[config.mk]
export PLATFORM = sky130hd
export DESIGN_NAME = dds_cmd_parser
export DESIGN_NICKNAME = d
export VERILOG_FILES = /design/src/rtl/dds_cmd_parser.sv
export SDC_FILE = /design/constraint.sdc
export NUM_CORES = 1
export LEC_CHECK = 0
export ABC_AREA = 1
export CORE_ASPECT_RATIO = 0.75
export CORE_MARGIN = 4
export CORE_UTILIZATION = 51
export DETAILED_ROUTE_END_ITERATION = 8
export HOLD_SLACK_MARGIN = 0.05
export PLACE_DENSITY = 0.75
export SYNTH_ARGS = -nofsm -noshare
export SYNTH_HDL_FRONTEND = slang
export SYNTH_SLANG_ARGS = --single-unit
[constraint.sdc]
create_clock -name clk -period 3.53 [get_ports clk]
set_input_delay 0.706 -clock clk [delete_from_list [all_inputs] [get_ports clk]]
set_output_delay 0.706 -clock clk [all_outputs]
set_load 0.02 [all_outputs]
[src/rtl/dds_cmd_parser.sv]
// Framed command decoder feeding the DDS parameter bus. Parameters update
// atomically only after the whole frame (checksum and range) has been validated.
module dds_cmd_parser #(
  parameter logic [7:0]  HEADER      = 8'hA5,
  parameter int unsigned TIMEOUT_CYC = 100000,
  parameter logic [23:0] DEF_FC      = 24'd100000,
  parameter logic [23:0] DEF_FS      = 24'd1000,
  parameter logic [3:0]  DEF_MA      = 4'd5,
  parameter logic [15:0] DEF_FD      = 16'd1000
) (
  input  logic        clk,
  input  logic        rst_n,
  input  logic [7:0]  rx_data,
  input  logic        rx_valid,
  output logic [2:0]  mode,
  output logic [23:0] fc,
  output logic [23:0] fs,
  output logic [3:0]  ma,
  output logic [15:0] fd,
  output logic        upd,
  output logic        err,
  output logic [1:0]  err_code
);

  typedef enum logic [1:0] {S_IDLE, S_CMD, S_PAYLOAD, S_CHK} state_e;

  localparam logic [23:0] TMO_LAST = 24'(TIMEOUT_CYC - 1);

  state_e      state_q, state_d;
  logic [2:0]  cmd_q, cmd_d;
  logic [1:0]  len_q, len_d;
  logic [1:0]  cnt_q, cnt_d;
  logic [7:0]  xor_q, xor_d;
  logic [23:0] shadow_q, shadow_d;
  logic [23:0] tmo_q, tmo_d;
  logic [2:0]  mode_q, mode_d;
  logic [23:0] fc_q, fc_d, fs_q, fs_d;
  logic [3:0]  ma_q, ma_d;
  logic [15:0] fd_q, fd_d;
  logic        upd_q, upd_d, err_q, err_d;
  logic [1:0]  err_code_q, err_code_d;

  always_comb begin
    state_d    = state_q;
    cmd_d      = cmd_q;
    len_d      = len_q;
    cnt_d      = cnt_q;
    xor_d      = xor_q;
    shadow_d   = shadow_q;
    tmo_d      = '0;
    mode_d     = mode_q;
    fc_d       = fc_q;
    fs_d       = fs_q;
    ma_d       = ma_q;
    fd_d       = fd_q;
    upd_d      = 1'b0;
    err_d      = 1'b0;
    err_code_d = err_code_q;

    if (state_q != S_IDLE && !rx_valid) tmo_d = tmo_q + 24'd1;

    unique case (state_q)
      S_IDLE: begin
        if (rx_valid && rx_data == HEADER) state_d = S_CMD;
      end
      S_CMD: begin
        if (rx_valid) begin
          cmd_d    = rx_data[2:0];
          xor_d    = rx_data;
          shadow_d = '0;
          cnt_d    = '0;
          state_d  = S_PAYLOAD;
          unique case (rx_data)
            8'h01, 8'h04: len_d = 2'd1;
            8'h02, 8'h03: len_d = 2'd3;
            8'h05:        len_d = 2'd2;
            default: begin
              err_d      = 1'b1;
              err_code_d = 2'd2;
              state_d    = S_IDLE;
            end
          endcase
        end
      end
      S_PAYLOAD: begin
        if (rx_valid) begin
          shadow_d = {shadow_q[15:0], rx_data};
          xor_d    = xor_q ^ rx_data;
          cnt_d    = cnt_q + 2'd1;
          if (cnt_q + 2'd1 == len_q) state_d = S_CHK;
        end
      end
      S_CHK: begin
        if (rx_valid) begin
          state_d = S_IDLE;
          if (rx_data != xor_q) begin
            err_d      = 1'b1;
            err_code_d = 2'd1;
          end else begin
            upd_d = 1'b1;
            unique case (cmd_q)
              3'd1: if (shadow_q[2:0] > 3'd4) begin
                      upd_d = 1'b0; err_d = 1'b1; err_code_d = 2'd2;
                    end else mode_d = shadow_q[2:0];
              3'd2: fc_d = shadow_q;
              3'd3: fs_d = shadow_q;
              3'd4: if (shadow_q[3:0] > 4'd10) begin
                      upd_d = 1'b0; err_d = 1'b1; err_code_d = 2'd2;
                    end else ma_d = shadow_q[3:0];
              default: fd_d = shadow_q[15:0];
            endcase
          end
        end
      end
      default: state_d = S_IDLE;
    endcase

    // A byte arriving on the expiry cycle is still accepted; only true silence times out.
    if (state_q != S_IDLE && !rx_valid && tmo_q == TMO_LAST) begin
      state_d    = S_IDLE;
      tmo_d      = '0;
      err_d      = 1'b1;
      err_code_d = 2'd3;
    end
  end

  always_ff @(posedge clk or negedge rst_n) begin
    if (!rst_n) begin
      state_q    <= S_IDLE;
      cmd_q      <= '0;
      len_q      <= '0;
      cnt_q      <= '0;
      xor_q      <= '0;
      shadow_q   <= '0;
      tmo_q      <= '0;
      mode_q     <= '0;
      fc_q       <= DEF_FC;
      fs_q       <= DEF_FS;
      ma_q       <= DEF_MA;
      fd_q       <= DEF_FD;
      upd_q      <= 1'b0;
      err_q      <= 1'b0;
      err_code_q <= '0;
    end else begin
      state_q    <= state_d;
      cmd_q      <= cmd_d;
      len_q      <= len_d;
      cnt_q      <= cnt_d;
      xor_q      <= xor_d;
      shadow_q   <= shadow_d;
      tmo_q      <= tmo_d;
      mode_q     <= mode_d;
      fc_q       <= fc_d;
      fs_q       <= fs_d;
      ma_q       <= ma_d;
      fd_q       <= fd_d;
      upd_q      <= upd_d;
      err_q      <= err_d;
      err_code_q <= err_code_d;
    end
  end

  assign mode     = mode_q;
  assign fc       = fc_q;
  assign fs       = fs_q;
  assign ma       = ma_q;
  assign fd       = fd_q;
  assign upd      = upd_q;
  assign err      = err_q;
  assign err_code = err_code_q;

endmodule

---- After elaboration in Yosys (flattened, before gate mapping) ----
Index checks and enable logic that the tools add are counted.
word-level totals
  register bits ........................... 140
  output and inout port bits .............. 75
  logic and storage cells ................. 117
operators by class
  bitwise gates (word level) .............. 5
  muxes and demuxes ....................... 43
  reductions and logical operators ........ 23
  eq/ne operators ......................... 27
  order comparisons ....................... 2
  add/sub/neg operators ................... 2
operators by type and width
  operator                                                                  count
  24-bit two-way mux                                                        4
  24-bit case mux with 2 select lines                                       1
  2-bit two-way mux                                                         15
  24-bit by 1-bit adder with 24-bit output (second input constant)          1
  24-bit by 17-bit equality test with 1-bit output (second input constant)  1
  3-bit inequality test (second input constant)                             6
  8-bit by 2-bit equality test with 1-bit output (second input constant)    2
  8-bit by 3-bit equality test with 1-bit output (second input constant)    2
  8-bit two-way mux                                                         2
  8-bit case mux with 2 select lines                                        1
  5-bit AND reduction                                                       3
  1-bit two-way mux                                                         12
  2-bit case mux with 2 select lines                                        3
  4-bit AND reduction                                                       3
  5-bit inequality test (second input constant)                             2
  8-bit by 1-bit equality test with 1-bit output (second input constant)    1
  8-bit equality test (second input constant)                               1
  8-bit inequality test                                                     1
  2-bit case mux with 4 select lines                                        1
  8-bit bitwise XOR                                                         1
  7-bit AND reduction                                                       1
  3-bit by 2-bit equality test with 1-bit output (second input constant)    2
  1-bit case mux with 2 select lines                                        3
  2-bit case mux with 3 select lines                                        1
  21 further kinds                                                          32

---- Longest topological paths before layout ----
  depth in word-level cells ............... 7
  depth in mapped cells ................... 12
  mapped depth without buffers ............ 11

---- Worst setup path before layout ----
Ideal clock, no wire load.
  kind .................................... input to register
  from .................................... in rx_data[3]
  to ...................................... reg fs_q[18], in the netlist fs[18]
  library setup time ...................... 130 ps
  stages .................................. 10
  required time ........................... 3400 ps
  slack ................................... 1638 ps
  data arrival time ....................... 1761 ps
  buffers on the path ..................... 2
  path through ............................ xnor2_1 nand2_1 nor2_2 nand2_2 nor2_4 nand2_2 buf_6 buf_6 nand2_1 o21ai_1
on the way
  word-level cells in the longest chain between the ends .. 3
RTL lines
  element                        line  text
  start, declared                13    input logic [7:0] rx_data,
  8-bit inequality test          96    if (rx_data != xor_q) begin
  1-bit NOT (no line)            -
  4-bit AND reduction (no line)  -
  end signal, assigned           154   fs_q <= fs_d;
  end, declared                  37    logic [23:0] fc_q, fc_d, fs_q, fs_d;
No other way between the ends.
A chain may end at the register's enable or synchronous reset.

---- Worst setup path in the final report ----
  from .................................... in rx_data[7]
  to ...................................... reg fc_q[3], in the netlist fc[3]
on the way
  word-level cells in the longest chain between the ends .. 3
RTL lines
  element                        line  text
  8-bit inequality test          96
  1-bit NOT (no line)            -
  4-bit AND reduction (no line)  -
  end signal, assigned           137   fc_q <= DEF_FC;
  end signal, assigned           153   fc_q <= fc_d;
  end, declared                  37
No other way between the ends.

==> summary.txt <==
Status - finished clean
Clock sink total - 140
Ys async rst share - 100%
Initial core utilization - 53.0%
CTS tree - built
Power density over the cells - 543 nW/um^2
CTS Buf Count - 17
DIE HEIGHT - 104 um
Count leader, synth - nand2_1
Initial antenna violation count - 0
Post-CTS setup buffers - 0
Max cap viols - 0
Die Wd - 136 um
Die ar. - 14100 um^2
Synth area leaders - dfrtp_1 48%, nand2_1 11%, dfstp_2 8.4%, inv_1 6.5%, o21ai_0 3.4%
Placer Congestion - 0.914
Arrival @ worst endpoint - 2890 ps
Tmin final - 2610 ps
Fin. max-slew vios - 0
CP startpoint - rx_data[7]
First DRT Iteration DRCs - 479
Synth Register Bits - 140
Root buffer cell - clkbuf_16
Leak Pwr - 3.47 nW
Max Root-Sink Buffers - 2
First-pass GRT wire length - 26700 um
Area after DPL - 7240 um^2
Final setup vio count - 0
Synth Instances - 714
Core footprint - 11800 um^2
CP endpoint kind - flip-flop
CP startpoint kind - primary input
Post-DRT Antenna Nets - 0
Syn Area/Cell - 8.74 um^2
Layout cells sized above 1 - 9.66%
Layout Area Growth over Synthesis - 26.2%
Detailed-route DRC error count - 0
Most frequent cells after synthesis - 177 x nand2_1, 120 x dfrtp_1, 108 x inv_1
Synthesized area - 6240 um^2
Final Hold Viols - 0
Clock-pin slew on the worst setup and hold paths - 60 ps
Slowest Stage Delay on Critical Path - 510 ps
CP required - 3810 ps
Post-CTS Resized - 0
Post-DR wirelength/cell - 16.2 um
Port buffer count - 85
Post-synthesis sequential area ratio - 56.5%
Layout Nets - 817
Primary FF master, synth - dfrtp_1
Post-Route Setup TNS - 0 ps
Ant. Diodes - 0
Filler cells - 932
Worst ir drop on vdd - 370 uV
Critical path peak fanout - 48
Synthesized Nets - 726
Worst Setup Slack post-DPL - 489 ps
Fin util - 66.9%
EDFF count, synth - 0
Slowest cell on crit path - clkdlybuf4s50_1
DP HPWL - 11300 um
Worst slew pin tran - 837 ps
Hold Slack - 334 ps
Worst R2R Start - xor_q[7]
I/O Pins - 86
Worst skew pair latency - 420 ps
Synth area leader - dfrtp_1
Post-layout instance area - 7880 um^2
Routed WL - 15900 um
Hold_buf cts - 0
Relative slew slack - 44.1%
H-tree levels - 4
YS warnings - 0
Period utilization - 73.8%
Fmax - 384 MHz
RSZ-0062 raised after global routing - no
Final Skew - 7.11 ps
CP Cell Sequence - clkdlybuf4s50_1 -> xnor2_1 -> nand2_1 -> nor2_2 -> nand2_2 -> nor2_4 -> nand2_2 -> nand2_1 -> o21ai_2
Grt ovf - 0
Drt pass-1 iters - 6
CP Class - in -> reg
Row cnt - 34
Netlist cell types - 33
Largest net degree at the start of global routing - 61
GRT Util Overall - 24.0%
Share of the synthesized area in the top cell type - 48.1%
Vias post-DR - 5225
Setup ws final - 924 ps
Vias in the first global route - 5109
Min-Delay Path Class - in -> async
Vias per cell - 5.33
kinds of logic after synthesis:
logic type	share of synthesized area, %
xor+xnor	2.81
compound gates	11.4
buf+inv	8.78
flops	56.5
fa+ha+maj	0.200
simple gates	20.3
cell type report:
type,instances,area [um^2],share of cell area [%]
Sequential cell,140,3530,44.8
Multi-Input combinational cell,443,2170,27.6
Timing Repair Buffer,94,928,11.8
Clock buffer,17,425,5.40
Inverter,109,409,5.19
Clock inverter,15,213,2.70
Tap cell,162,203,2.57
flip-flops by register name (all words and copies together), names as in the netlist, 3 cells and up:
signal,cells
cmd_q,3
fc,24
fd,16
fs,24
ma,4
mode,3
shadow_q,24
tmo_q,24
xor_q,8
layout by cell type (no fill, tap or decap), types with 2 or more instances in the layout:
master / n
clkdlybuf4s50_1: 84
o21ai_1: 32
dfstp_2: 20
nor2_2: 2
o21ai_2: 8
o21ai_0: 42
a31oi_1: 3
clkbuf_16: 17
dfrtp_1: 120
o22ai_1: 20
nand3_1: 26
nor2_1: 52
xor2_1: 13
nor3_1: 13
inv_1: 108
o21bai_1: 2
nand2_2: 3
bufinv_16: 4
clkinvlp_4: 4
inv_6: 3
o21a_1: 2
a21oi_1: 6
nor3b_1: 6
o211ai_1: 8
nand2_1: 177
inv_8: 2
buf_4: 9
nor2_4: 2
nand4_1: 12
xnor2_1: 7
nor4_1: 2
worst paths after layout:
kind                       endpoint  slack [ps]  depth (start not counted)
min in group clk              fs[9]         480                          2
max in group asynchronous     fc[5]        2320                          2
hold reg to reg               fs[9]         480                          2
hold / removal               fs[18]         330                          1
setup / recovery              fc[3]         920                          9
setup reg to reg              fc[3]        1400                          8
power by group:
group	switching, mW	leakage (nW)	internal [mW]
clock network	0.728	0.300	1.20
registers	0.0903	1.78	1.71
logic	0.378	1.39	0.180
routing by layer:
layer / GRT usage, % / vias to the layer above / routed length (um)
met3: 5.09 / 18 / 1410
met1: 37.3 / 2507 / 7450
met5: 0 / - / 0
met2: 34.4 / 227 / 6930
li1: - / 2473 / -
met4: 5.76 / 0 / 128
stage by stage:
step	total power, mW	std cells
floorplan	2.17	714
global placement	2.35	948
detailed placement	2.37	948
CTS	4.30	980
global route	4.46	980
finish	4.28	980
critical path: cells and delay by family:
| family | cells | cell delay [ps] |
|---|---|---|
| AO/OA/AOI/OAI | 1 | 70 |
| XOR/XNOR | 1 | 290 |
| AND/OR/NAND/NOR | 6 | 1300 |
| buffers and inverters | 1 | 510 |
No activity file was read; power rests on OpenSTA's default activity.
